==> src/rtl/eq_band_mixer.sv <==
// Time-multiplexed band-gain mixer + master volume on one shared multiplier.
// Optional warm-up gating of amp_on/smpl_out when EQ_MIXER_AMP_DLY_EN is defined.
module eq_band_mixer #(
  parameter int DATA_W    = 16,
  parameter int NUM_CH    = 2,
  parameter int NUM_BANDS = 5,
  parameter int WARMUP    = 4
) (
  input  logic                                clk,
  input  logic                                rst,
  input  logic                                in_vld,
  input  logic [NUM_CH*NUM_BANDS*DATA_W-1:0]  band_in,
  input  logic [NUM_BANDS*12-1:0]             band_pot,
  input  logic [11:0]                         vol_pot,
  output logic [NUM_CH*DATA_W-1:0]            smpl_out,
  output logic                                out_vld,
  output logic                                busy,
  output logic                                overrun,
  output logic                                amp_on
);

  localparam int PROD_W = DATA_W + 13;
  localparam int ACC_W  = DATA_W + 13 + $clog2(NUM_BANDS) + 1;
  localparam int CH_W   = (NUM_CH > 1) ? $clog2(NUM_CH) : 1;
  localparam int B_W    = (NUM_BANDS > 1) ? $clog2(NUM_BANDS) : 1;

  localparam logic signed [ACC_W-1:0] SAT_MAX = {{(ACC_W-DATA_W+1){1'b0}}, {(DATA_W-1){1'b1}}};
  localparam logic signed [ACC_W-1:0] SAT_MIN = {{(ACC_W-DATA_W+1){1'b1}}, {(DATA_W-1){1'b0}}};

  typedef enum logic [1:0] {S_IDLE, S_MAC, S_VOL, S_OUT} state_t;

  state_t                     state_q, state_d;
  logic                       vld_q;
  logic [CH_W-1:0]            ch_q, ch_d;
  logic [B_W-1:0]             b_q, b_d;
  logic signed [ACC_W-1:0]    acc_q, acc_d;
  logic signed [DATA_W-1:0]   res_q [NUM_CH];
  logic signed [DATA_W-1:0]   res_d [NUM_CH];
  logic [NUM_CH*DATA_W-1:0]   smpl_q, smpl_d;
  logic                       out_vld_q, out_vld_d;
  logic                       ovr_q, ovr_d;
  logic                       amp_q, amp_d;

  logic signed [DATA_W-1:0]   smp_q [NUM_CH][NUM_BANDS];
  logic [11:0]                pot_q [NUM_BANDS];
  logic [11:0]                vol_q;

  logic                       start;
  logic                       cap_en;
  logic signed [DATA_W-1:0]   mul_a;
  logic signed [12:0]         mul_g;
  logic signed [PROD_W-1:0]   a_ext, g_ext, prod;
  logic signed [ACC_W-1:0]    prod_ext;
  logic signed [DATA_W-1:0]   mix, vol_res;

  function automatic logic signed [DATA_W-1:0] sat(input logic signed [ACC_W-1:0] x);
    if (x > SAT_MAX)      return SAT_MAX[DATA_W-1:0];
    else if (x < SAT_MIN) return SAT_MIN[DATA_W-1:0];
    else                  return x[DATA_W-1:0];
  endfunction

  assign start  = in_vld & ~vld_q;
  assign cap_en = start && (state_q == S_IDLE);

  // Single multiplier: band sample x band gain in MAC, mix x volume otherwise.
  always_comb begin
    mul_a = mix;
    mul_g = {1'b0, vol_q};
    if (state_q == S_MAC) begin
      mul_a = smp_q[ch_q][b_q];
      mul_g = {1'b0, pot_q[b_q]};
    end
  end

  assign a_ext    = {{13{mul_a[DATA_W-1]}}, mul_a};
  assign g_ext    = {{DATA_W{mul_g[12]}}, mul_g};
  assign prod     = a_ext * g_ext;
  assign prod_ext = {{(ACC_W-PROD_W){prod[PROD_W-1]}}, prod};
  assign mix      = sat(acc_q >>> 11);
  assign vol_res  = sat(prod_ext >>> 11);

`ifdef EQ_MIXER_AMP_DLY_EN
  localparam int CNT_W = (WARMUP > 0) ? $clog2(WARMUP + 1) : 1;
  logic [CNT_W-1:0] cnt_q, cnt_d;
`endif

  always_comb begin
    state_d   = state_q;
    ch_d      = ch_q;
    b_d       = b_q;
    acc_d     = acc_q;
    res_d     = res_q;
    smpl_d    = smpl_q;
    out_vld_d = 1'b0;
    ovr_d     = ovr_q | (start & (state_q != S_IDLE));
`ifdef EQ_MIXER_AMP_DLY_EN
    cnt_d     = cnt_q;
    amp_d     = amp_q;
`else
    amp_d     = 1'b1;
`endif
    case (state_q)
      S_IDLE: begin
        if (start) begin
          state_d = S_MAC;
          ch_d    = '0;
          b_d     = '0;
          acc_d   = '0;
        end
      end
      S_MAC: begin
        acc_d = acc_q + prod_ext;
        if (b_q == B_W'(NUM_BANDS - 1)) state_d = S_VOL;
        else                            b_d = b_q + 1'b1;
      end
      S_VOL: begin
        res_d[ch_q] = vol_res;
        if (ch_q == CH_W'(NUM_CH - 1)) begin
          state_d = S_OUT;
        end else begin
          ch_d    = ch_q + 1'b1;
          b_d     = '0;
          acc_d   = '0;
          state_d = S_MAC;
        end
      end
      S_OUT: begin
        for (int c = 0; c < NUM_CH; c++) smpl_d[c*DATA_W +: DATA_W] = res_q[c];
        out_vld_d = 1'b1;
        state_d   = S_IDLE;
`ifdef EQ_MIXER_AMP_DLY_EN
        // Warm-up frames are muted; amp enables on the last muted frame's pulse.
        if (int'(cnt_q) < WARMUP) begin
          smpl_d = '0;
          cnt_d  = cnt_q + 1'b1;
        end
        if (int'(cnt_q) + 1 >= WARMUP) amp_d = 1'b1;
`endif
      end
      default: state_d = S_IDLE;
    endcase
  end

  always_ff @(posedge clk) begin
    if (rst) begin
      state_q   <= S_IDLE;
      vld_q     <= 1'b1;
      ch_q      <= '0;
      b_q       <= '0;
      acc_q     <= '0;
      smpl_q    <= '0;
      out_vld_q <= 1'b0;
      ovr_q     <= 1'b0;
      amp_q     <= 1'b0;
      for (int c = 0; c < NUM_CH; c++) res_q[c] <= '0;
`ifdef EQ_MIXER_AMP_DLY_EN
      cnt_q     <= '0;
`endif
    end else begin
      state_q   <= state_d;
      vld_q     <= in_vld;
      ch_q      <= ch_d;
      b_q       <= b_d;
      acc_q     <= acc_d;
      smpl_q    <= smpl_d;
      out_vld_q <= out_vld_d;
      ovr_q     <= ovr_d;
      amp_q     <= amp_d;
      res_q     <= res_d;
`ifdef EQ_MIXER_AMP_DLY_EN
      cnt_q     <= cnt_d;
`endif
    end
  end

  // Frame buffers decouple the in-flight frame from live input/pot changes.
  always_ff @(posedge clk) begin
    if (rst) begin
      vol_q <= '0;
      for (int k = 0; k < NUM_BANDS; k++) pot_q[k] <= '0;
      for (int c = 0; c < NUM_CH; c++)
        for (int k = 0; k < NUM_BANDS; k++) smp_q[c][k] <= '0;
    end else if (cap_en) begin
      vol_q <= vol_pot;
      for (int k = 0; k < NUM_BANDS; k++) pot_q[k] <= band_pot[k*12 +: 12];
      for (int c = 0; c < NUM_CH; c++)
        for (int k = 0; k < NUM_BANDS; k++)
          smp_q[c][k] <= band_in[(c*NUM_BANDS+k)*DATA_W +: DATA_W];
    end
  end

  assign smpl_out = smpl_q;
  assign out_vld  = out_vld_q;
  assign busy     = (state_q != S_IDLE) | out_vld_q;
  assign overrun  = ovr_q;
  assign amp_on   = amp_q;

endmodule
==> config.mk <==
export PLATFORM = sky130hd
export DESIGN_NAME = eq_band_mixer
export DESIGN_NICKNAME = d
export VERILOG_FILES = /design/src/rtl/eq_band_mixer.sv
export SDC_FILE = /design/constraint.sdc
export NUM_CORES = 1
export LEC_CHECK = 0
export ABC_AREA = 1
export CORE_MARGIN = 5
export CORE_UTILIZATION = 50
export CTS_CLUSTER_DIAMETER = 80
export DETAILED_ROUTE_END_ITERATION = 10
export PLACE_DENSITY_LB_ADDON = 0.3
export SYNTH_ARGS = -nofsm -noshare
export SYNTH_HDL_FRONTEND = slang
export SYNTH_SLANG_ARGS = --single-unit
==> constraint.sdc <==
create_clock -name clk -period 7.1 [get_ports clk]
set_input_delay 0.71 -clock clk [delete_from_list [all_inputs] [get_ports clk]]
set_output_delay 0.71 -clock clk [all_outputs]
set_load 0.02 [all_outputs]
==> metrics.csv, run 1 <==
stage;metric;value;unit
critical_path;CP Data Arrival Time;7.79;ns
layout;Nets;4205;
grt;global-route wire length before repair;118900;um
run;Max-Cap Viols;0;
yosys;syn_nets;3603;
place;dpl hpwl;57080;um
route;Routed Antenna Nets;0;
grt;met1 Use GR;35.04;%
critical_path;Worst Path Max Fanout;6;
yosys;Mapped Avg Cell Area;8.045;um^2
timing;period utilization;103.0;%
grt;GR peak layer;met2;
route;DRT iter0 DRCs;2412;
yosys;post-synth design cell area;24840;um^2
route;Vias/cell;5.236;
grt;initial antenna violation count;0;
timing;Achievable Freq;0.1367;GHz
grt;met2 Use GR;46.40;%
min_path;Hold Path Class;reg2reg;
cts;Root Buffer;clkbuf_16;
critical_path;max incr delay on CP;0.58;ns
critical_path;startpoint types;register;
power;power density over the cells;162.8;nW/um^2
critical_path;crit end category;register;
yosys;Cells after Synth;3088;
timing;Fin Clk Skew;0.01966;ns
place;final RePlAce weighted congestion;0.9870;
yosys;Synth top cells by count;inv_1, nor2_1, nand2_1, edfxtp_1, fa_1;
floorplan;Starting Density;50.65;%
timing;worst rel slew slack;23.67;%
cts;clock slew at the register clock pins of the worst setup and hold paths;0.06;ns
timing;setup violators final;8;
cts;htree depth;2;
yosys;Synth Flop Type;edfxtp_1;
yosys;Yosys Warn Count;0;
cts;clock sink total;343;
floorplan;Ports;271;
grt;total track usage;27.22;%
route;DRC violations left;0;
timing;Slew Viols, Final;0;
outcome;failing checks;setup timing;
place;Port-buffer cells;270;
route;drt pass-1 iters;8;
critical_path;WP data required;7.58;ns
critical_path;CP Class;reg2reg;
yosys;area share of the largest cell type after synthesis;26.59;%
timing;RSZ-0062 raised after global routing;true;
floorplan;Die X;232.9;um
grt;met3 Track Usage GR;4.076;%
place;Post-DP Area;30560;um^2
layout;Fill cells;3608;
cts;CTS Buffer Depth;3;
power;Pleak;0.01643;uW
floorplan;die area;54240;um^2
timing;Final Worst Setup Slack;-0.2146;ns
yosys;number of synthesized flops with an enable pin;220;
cts;CTS tree;done;
grt;largest net degree at the start of global routing;191;
cts;total CTS buffers;39;
layout;layout cell share with drive strength beyond 1;26.11;%
outcome;status;finished, violations left;
timing;Slew @ Worst Pin;1.145;ns
route;routed wire length;77250;um
route;total number of vias;22950;
yosys;Async SR Flop Fraction;0;%
floorplan;FP Rows;81;
layout;post-route cell area;34870;um^2
critical_path;R2R setup slack;-0.21;ns
yosys;sequential fraction of the synthesis area;36.50;%
place;# placed instances;4237;
yosys;number of synthesized register bits;343;
floorplan;die span in y;232.9;um
critical_path;Worst path slowest cell;fa_2;
power;Max VDD drop;0.0001619;V
yosys;area leader, netlist;edfxtp_1;
layout;post-route insts no fill;4383;
layout;n_diodes;0;
yosys;most common cell in the netlist;inv_1;
route;Routed WL per cell;17.62;um
layout;Synth-to-Final Area Change;40.36;%
floorplan;Core Area;49050;um^2
critical_path;most frequent CP cell;inv_2;
critical_path;crit path buf inv count;16;
grt;GRT overflow;0;
yosys;top cells by area, synth;edfxtp_1, fa_1, inv_1, dfxtp_1, nor2_1;
timing;min cycle time layout;7.315;ns
critical_path;top cell family by delay on the critical path;adder cells;
timing;Hold Fails Final Rpt;0;
grt;number of global-route vias before repair;23520;
yosys;number of distinct library cells after synthesis;54;
cts;Clk Latency, worst-skew pair;0.56;ns
through the flow:
stage,setup slack [ns],hold slack [ns],utilization [%],setup TNS [ns],total power (uW)
after floorplan,0.04841,0.4297,-,0,2850
after global placement,-0.5159,0.4442,62.31,-5.399,3396
after detailed placement,-0.6782,0.4478,62.31,-8.383,3415
after CTS,-0.04638,0.4669,67.96,-0.1220,5503
after global routing,-0.4666,0.4869,71.09,-5.304,5892
final,-0.2146,0.4603,71.09,-0.8132,5677
final timing paths:
path | from | endpoint | cells after the start
worst min-delay path | res_q[24] | smpl_out[8] | 2
worst max-delay path | register | acc_q[31] | 43
worst max register to register | register | acc_q[31] | 43
worst min register to register | res_q[24] | smpl_out[8] | 2
state kept, by name, indices dropped and copies added (netlist names), named ones only:
name and flops:
ch_q 1, res_q 32, state_q 2, pot_q 60
acc_q 33, vol_q 12, amp_on 1, vld_q 1
b_q 3, smpl_out 32, out_vld 1, smp_q 160
overrun 1
repair_timing:
action,in CTS,in global routing
hold buffers,0,0
gates cloned,3,1
endpoints found under the setup margin,22,34
setup buffers,40,32
gates resized for setup,252,330
pin swaps,105,113
per-layer routing:
metal | wire length [um] | up-vias
li1 | - | 10810
met1 | 31120 | 10960
met2 | 38040 | 958
met3 | 4837 | 223
met4 | 3254 | 0
met5 | 0 | -
cells by family (layout without fill, tap and decap cells):
family	count (synthesis)	in the layout	synth area share, %
AND/OR/NAND/NOR	1183	1183	19.78
buffers and inverters	808	1439	12.61
AO/OA/AOI/OAI	445	445	10.54
flip-flops	343	343	36.50
adder cells (fa/ha/maj)	280	280	19.51
XOR/XNOR	23	23	0.8109
multiplexers	6	6	0.2418
layout make-up:
| class | instances | area (um^2) | area share [%] |
|---|---|---|---|
| multi-input combinational | 1937 | 14890 | 42.69 |
| inverter | 691 | 2630 | 7.542 |
| tap | 664 | 830.8 | 2.383 |
| clock inverter | 25 | 210.2 | 0.6028 |
| clock buffer | 45 | 1030 | 2.953 |
| timing repair buffer | 678 | 6207 | 17.80 |
| sequential | 343 | 9075 | 26.03 |
cells in the final DEF (no fill, tap or decap), types with 9 or more instances in the layout:
master           synthesis  routed
a21oi_4                  0      12
ha_1                   101      54
nor2_4                   2      21
o21ai_1                  5      24
nor2_2                   3      43
nor2_1                 520     461
nand2_1                469     378
o221a_2                 19      19
clkinv_1                 2       9
clkdlybuf4s50_1          0     269
or2_2                   11      10
buf_12                   1      22
o21ai_0                168     127
nand2_4                 16      37
edfxtp_1               220     220
inv_2                   20      67
fa_1                   179     168
nand3_1                113      96
nand4_1                 11      11
inv_4                    1       9
fa_2                     0      11
a21oi_2                  1      32
clkbuf_16                0      41
buf_4                    4     359
a22oi_1                 13      10
ha_4                     0      47
nand2_2                  7      76
o21a_1                  10      10
nand3_2                 11      24
o21ai_2                  1      21
dfxtp_1                123     120
inv_1                  668     611
o221ai_1                21      16
buf_6                    3      21
a21oi_1                154     111
worst reg2reg max path, delay by kind of cell, from the launching register on:
family | cells | cell delay, ns
buffers and inverters | 16 | 1.49
DFF | 1 | 0.37
adders and majority gates | 7 | 3.22
AOI/OAI and AO/OA | 7 | 0.96
and+or+nand+nor | 13 | 1.22
where the power goes:
group / total, uW / leakage [uW] / switching (uW) / internal [uW]
Combinational: 1450 / 0.0125 / 774 / 676
Clock: 1980 / 0.000599 / 855 / 1120
Sequential: 2250 / 0.00329 / 37.4 / 2210
Power figures use the tool's default switching activity.
==> run 2: changes to the inputs <==
- CTS_CLUSTER_SIZE: not set -> 40
==> metrics.csv, run 2 (same netlist as run 1, synthesis figures left out) <==
stage;metric;value;unit;change
timing;worst rel slew slack;24.67;%;was 23.67%
run;Max-Cap Viols;0;;unchanged
layout;layout cell share with drive strength beyond 1;25.39;%;was 26.11%
place;dpl hpwl;57080;um;unchanged
grt;number of global-route vias before repair;23430;;was 23520
critical_path;CP Data Arrival Time;7.67;ns;was 7.79 ns
cts;CTS tree;done;;unchanged
critical_path;CP Class;reg2reg;;unchanged
place;final RePlAce weighted congestion;0.9870;;unchanged
timing;Fin Clk Skew;0.04146;ns;was 0.01966 ns
cts;clock slew at the register clock pins of the worst setup and hold paths;0.11;ns;was 0.06 ns
route;Vias/cell;5.229;;was 5.236
cts;CTS Buffer Depth;3;;unchanged
cts;htree depth;1;;was 2
floorplan;Die X;232.9;um;unchanged
critical_path;top cell family by delay on the critical path;adder cells;;unchanged
route;DRT iter0 DRCs;2209;;was 2412
power;Pleak;0.01616;uW;was 0.01643 uW
layout;n_diodes;0;;unchanged
critical_path;max incr delay on CP;0.58;ns;about the same
route;routed wire length;75400;um;was 77250 um
layout;post-route insts no fill;4362;;was 4383
timing;RSZ-0062 raised after global routing;true;;unchanged
floorplan;FP Rows;81;;unchanged
cts;clock sink total;343;;unchanged
min_path;Hold Path Class;reg2reg;;unchanged
critical_path;crit path buf inv count;13;;was 16
critical_path;Worst Path Max Fanout;6;;unchanged
outcome;failing checks;setup timing;;unchanged
layout;Most flops, register;smp_q;;unchanged
power;Final Total Pwr;5124;uW;was 5677 uW
grt;initial antenna violation count;1;;was 0
route;Routed Antenna Nets;0;;unchanged
timing;setup violators final;9;;was 8
critical_path;crit end category;register;;unchanged
timing;Final Worst Setup Slack;-0.1688;ns;was -0.2146 ns
critical_path;Worst path slowest cell;fa_2;;unchanged
layout;Synth-to-Final Area Change;38.44;%;was 40.36%
place;Port-buffer cells;270;;unchanged
power;power density over the cells;149.0;nW/um^2;was 162.8 nW/um^2
cts;Clk Latency, worst-skew pair;0.58;ns;was 0.56 ns
timing;Slew Viols, Final;0;;unchanged
outcome;status;finished, violations left;;unchanged
grt;global-route wire length before repair;118000;um;was 118900 um
critical_path;WP data required;7.50;ns;was 7.58 ns
floorplan;die area;54240;um^2;unchanged
layout;top flop regs;smp_q (160), pot_q (60), acc_q (33);;unchanged
cts;hold buffers post-CTS;0;;unchanged
critical_path;R2R setup slack;-0.17;ns;was -0.21 ns
route;Routed WL per cell;17.29;um;was 17.62 um
timing;Slew @ Worst Pin;1.128;ns;was 1.145 ns
grt;total track usage;26.84;%;was 27.22%
route;drt pass-1 iters;6;;was 8
grt;largest net degree at the start of global routing;191;;unchanged
layout;post-route cell area;34390;um^2;was 34870 um^2
place;# placed instances;4237;;unchanged
timing;Hold Fails Final Rpt;0;;unchanged
layout;commonest non-fill, non-tap cells in the layout;inv_1, nor2_1, nand2_1, buf_4, clkdlybuf4s50_1;;unchanged
cts;total CTS buffers;21;;was 39
layout;commonest non-fill, non-tap cell in the layout;inv_1;;unchanged
timing;period utilization;102.4;%;was 103.0%
grt;GRT overflow;0;;unchanged
layout;max reg flops;160;;unchanged
floorplan;Ports;271;;unchanged
layout;Nets;4198;;was 4205
floorplan;Starting Density;50.65;%;unchanged
timing;min cycle time layout;7.269;ns;was 7.315 ns
route;total number of vias;22810;;was 22950
power;Max VDD drop;0.0001590;V;was 0.0001619 V
critical_path;startpoint types;register;;unchanged
floorplan;Core Area;49050;um^2;unchanged
floorplan;die span in y;232.9;um;unchanged
timing;Achievable Freq;0.1376;GHz;was 0.1367 GHz
layout;Fill cells;3712;;was 3608
place;Post-DP Area;30560;um^2;unchanged
route;DRC violations left;0;;unchanged
cts;Root Buffer;clkbuf_16;;unchanged
[run 2: where the power goes]
| part | internal [uW] | switching, uW |
|---|---|---|
| combinational | 668 | 758 |
| sequential | 2210 | 37.0 |
| clock | 629 | 824 |
| total | 3510 | 1620 |
[run 2: metrics by stage]
| stage | setup TNS (ns) | utilization [%] | hold WS [ns] | setup slack [ns] |
|---|---|---|---|---|
| 4_1_cts | -0.007363 | 67.64 | 0.4672 | -0.005939 |
| 3_3_place_gp | -5.399 | 62.31 | 0.4442 | -0.5159 |
| 5_1_grt | -5.814 | 70.12 | 0.4899 | -0.5398 |
| 6_report | -0.8080 | 70.12 | 0.4572 | -0.1688 |
| 2_1_floorplan | 0 | - | 0.4297 | 0.04841 |
| 3_5_place_dp | -8.383 | 62.31 | 0.4478 | -0.6782 |
[run 2: final cells by class]
| cell class | instances | area (um^2) | area share, % |
|---|---|---|---|
| multi-input cells | 1937 | 14770 | 42.95 |
| clock inverters | 16 | 290.3 | 0.8440 |
| repair buffers | 689 | 6272 | 18.24 |
| flip-flops and latches | 343 | 9075 | 26.39 |
| well taps | 664 | 830.8 | 2.416 |
| inverters | 691 | 2625 | 7.632 |
| clock buffers | 22 | 529.3 | 1.539 |
[run 2: repair_timing]
item | in CTS | in global routing
cloned | 3 | 0
endpoints found under the hold margin | 0 | 0
pin swaps | 140 | 96
setup buffers | 53 | 31
resized for setup | 296 | 247
endpoints found under the setup margin | 22 | 35
[run 2: worst paths after layout]
check | start | cells after the start | endpoint
hold / removal | res_q[24] | 2 | smpl_out[8]
setup / recovery | register | 40 | acc_q[31]
setup reg to reg | register | 40 | acc_q[31]
hold reg to reg | res_q[24] | 2 | smpl_out[8]
[run 2: worst min-delay path, stage by stage (launching register included)]
cell and delay, ns:
dfxtp_1 0.31, inv_1 0.06, a21oi_1 0.06
[run 2: metal layers]
| metal | GRT usage (%) | vias to the layer above | wire length, um | part of all wire (%) |
|---|---|---|---|---|
| met3 | 3.221 | 218 | 4444 | 5.9 |
| met5 | 0 | - | 0 | 0 |
| met1 | 34.96 | 10900 | 30760 | 41 |
| met4 | 9.766 | 0 | 3405 | 4.5 |
| met2 | 46.32 | 908 | 36790 | 49 |
| li1 | - | 10790 | - | - |
==> run 3: changes to the inputs <==
--- a/config.mk
+++ b/config.mk
@@ -13,4 +13,5 @@
 export DETAILED_ROUTE_END_ITERATION = 10
 export PLACE_DENSITY_LB_ADDON = 0.3
+export SETUP_SLACK_MARGIN = 0.05
 export SYNTH_ARGS = -nofsm -noshare
 export SYNTH_HDL_FRONTEND = slang
==> constraint.sdc (replaced) <==
create_clock -name clk -period 7.1 [get_ports clk]
set_input_delay 0.71 -clock clk [delete_from_list [all_inputs] [get_ports clk]]
set_output_delay 0.71 -clock clk [all_outputs]
set_load 0.01 [all_outputs]
==> metrics.csv, run 3 (same netlist as run 1, synthesis figures left out) <==
stage;metric;value;unit;change
outcome;status;finished, violations left;;unchanged
outcome;failing checks;setup timing;;unchanged
timing;Slew Viols, Final;0;;unchanged
place;final RePlAce weighted congestion;1.007;;was 0.9870
cts;CTS tree;done;;unchanged
floorplan;die span in y;232.9;um;unchanged
place;dpl hpwl;57960;um;was 57080 um
cts;Clk Latency, worst-skew pair;0.59;ns;was 0.58 ns
run;Max-Cap Viols;0;;unchanged
timing;period utilization;102.7;%;was 102.4%
layout;max reg flops;160;;unchanged
power;Logic pwr share;27.7;%;was 27.8%
critical_path;R2R depth;42;;was 40
power;Flop pwr share;43.3;%;was 43.8%
power;Clock power frac;29.0;%;was 28.4%
min_path;worst hold path cell count;2;;unchanged
power;power density over the cells;150.4;nW/um^2;was 149.0 nW/um^2
critical_path;CP Capture Point;acc_q[28];;was acc_q[31]
grt;met3 Track Usage GR;3.112;%;was 3.221%
critical_path;Worst Path Max Fanout;8;;was 6
grt;total track usage;26.98;%;was 26.84%
power;Pint;3538;uW;was 3505 uW
route;drt pass-1 iters;6;;unchanged
route;Routed WL per cell;17.77;um;was 17.29 um
timing;RSZ-0062 raised after global routing;true;;unchanged
cts;total CTS buffers;21;;unchanged
floorplan;Starting Density;50.65;%;unchanged
grt;met1 Use GR;35.72;%;was 34.96%
layout;Nets;4197;;was 4198
timing;Slew @ Worst Pin;0.9933;ns;was 1.128 ns
timing;Achievable Freq;0.1372;GHz;was 0.1376 GHz
power;Pleak;0.01627;uW;was 0.01616 uW
layout;n_diodes;0;;unchanged
critical_path;max incr delay on CP;0.54;ns;was 0.58 ns
layout;post-route insts no fill;4361;;was 4362
grt;GR peak layer;met2;;unchanged
grt;GRT overflow;0;;unchanged
layout;commonest non-fill, non-tap cells in the layout;inv_1, nor2_1, nand2_1, buf_4, clkdlybuf4s50_1;;unchanged
layout;commonest non-fill, non-tap cell in the layout;inv_1;;unchanged
route;DRT iter0 DRCs;2314;;was 2209
grt;met2 Use GR;46.58;%;was 46.32%
critical_path;CP Data Arrival Time;7.77;ns;was 7.67 ns
floorplan;Die X;232.9;um;unchanged
cts;CTS Buffer Depth;3;;unchanged
floorplan;FP Rows;81;;unchanged
grt;global-route wire length before repair;117500;um;was 118000 um
timing;worst rel slew slack;33.71;%;was 24.67%
layout;Synth-to-Final Area Change;38.60;%;was 38.44%
critical_path;R2R setup slack;-0.19;ns;was -0.17 ns
critical_path;crit end category;register;;unchanged
route;Vias/cell;5.209;;was 5.229
route;routed wire length;77500;um;was 75400 um
timing;Fin Setup TNS;-1.794;ns;was -0.8080 ns
place;# placed instances;4238;;was 4237
layout;layout cell share with drive strength beyond 1;24.56;%;was 25.39%
floorplan;Ports;271;;unchanged
critical_path;WP data required;7.58;ns;was 7.50 ns
place;Post-DP Area;30550;um^2;was 30560 um^2
cts;htree depth;1;;unchanged
floorplan;die area;54240;um^2;unchanged
timing;Fin Clk Skew;0.05046;ns;was 0.04146 ns
place;Port-buffer cells;270;;unchanged
grt;largest net degree at the start of global routing;138;;was 191
cts;clock sink total;343;;unchanged
critical_path;CP Class;reg2reg;;unchanged
min_path;Hold Path Class;reg2reg;;unchanged
grt;number of global-route vias before repair;22810;;was 23430
place;worst slack at placement;-0.6328;ns;was -0.6782 ns
critical_path;Worst path slowest cell;fa_2;;unchanged
route;Routed Antenna Nets;0;;unchanged
route;DRC violations left;0;;unchanged
cts;Root Buffer;clkbuf_16;;unchanged
power;Max VDD drop;0.0001591;V;was 0.0001590 V
layout;post-route cell area;34430;um^2;was 34390 um^2
critical_path;RR Endpoint;acc_q[28];;was acc_q[31]
power;Sw Ratio;31.68;%;was 31.59%
layout;top flop regs;smp_q (160), pot_q (60), acc_q (33);;unchanged
timing;Final Worst Setup Slack;-0.1909;ns;was -0.1688 ns
floorplan;Core Area;49050;um^2;unchanged
timing;Hold Fails Final Rpt;0;;unchanged
grt;initial antenna violation count;0;;was 1
power;P_sw;1640;uW;was 1619 uW
critical_path;startpoint types;register;;unchanged
route;total number of vias;22720;;was 22810
layout;Most flops, register;smp_q;;unchanged
timing;min cycle time layout;7.291;ns;was 7.269 ns
cts;clock slew at the register clock pins of the worst setup and hold paths;0.11;ns;about the same
timing;setup violators final;19;;was 9
-- run 3: cell count changes in the layout (fill, tap and decap cells not counted), sizes merged --
cell | before | now
bufinv | 0 | 1
bufbuf | 0 | 1
inv | 697 | 696
clkbuf | 22 | 24
buf | 420 | 415
clkinv | 10 | 11
-- run 3: layout make-up --
class,count,area (um^2)
Clock inverter,17,316.6
Tap cell,664,830.8
Inverter,691,2630
Clock buffer,21,525.5
Timing Repair Buffer,688,6321
Sequential cell,343,9079
Fill cell,3708,14620
Multi-Input combinational cell,1937,14730
-- run 3: repair_timing --
| action | CTS | global route |
|---|---|---|
| pin swaps | 69 | 152 |
| hold buffers | 0 | 0 |
| buffers inserted | 50 | 28 |
| setup endpoints to repair | 49 | 48 |
| gates cloned | 4 | 3 |
| gates resized for setup | 223 | 310 |
-- run 3: layer usage --
metal / wire length [um] / up-vias
met5: 0 / -
met1: 31590 / 10860
met3: 4426 / 193
met2: 38370 / 885
li1: - / 10780
met4: 3108 / 0
-- run 3: worst min-delay path by stage --
stage | slack (ns) | end | from
4_1_cts | 0.44 | smpl_out[10] | res_q[26]
6_report | 0.45 | smpl_out[10] | res_q[26]
3_3_place_gp | 0.44 | smpl_out[12] | res_q[28]
2_1_floorplan | 0.43 | smpl_out[10] | res_q[26]
5_1_grt | 0.47 | smpl_out[10] | res_q[26]
3_5_place_dp | 0.45 | smpl_out[10] | res_q[26]
-- run 3: per-stage QoR --
step / hold WS (ns) / total power (uW) / utilization (%)
6_report: 0.4496 / 5178 / 70.19
5_1_grt: 0.4702 / 5379 / 70.19
4_1_cts: 0.4444 / 5007 / 67.13
3_5_place_dp: 0.4456 / 3408 / 62.29
3_3_place_gp: 0.4422 / 3389 / 62.29
2_1_floorplan: 0.4297 / 2850 / -
-- run 3: critical path: cells and delay by family (launching register included) --
| family | cells | cell delay (ns) |
|---|---|---|
| adder cells (fa/ha/maj) | 7 | 2.85 |
| AND/OR/NAND/NOR | 18 | 1.58 |
| buffers and inverters | 11 | 1.12 |
| AO/OA/AOI/OAI | 5 | 1.07 |
| flip-flops | 1 | 0.38 |
| XOR/XNOR | 1 | 0.20 |
-- run 3: power by group through the flow --
stage | clock network, uW | logic (uW) | registers [uW]
after global routing | 1590 | 1540 | 2250
after global placement | 0 | 1110 | 2280
after floorplan | 0 | 562 | 2290
after CTS | 1510 | 1260 | 2240
after detailed placement | 0 | 1120 | 2280
final | 1500 | 1440 | 2240
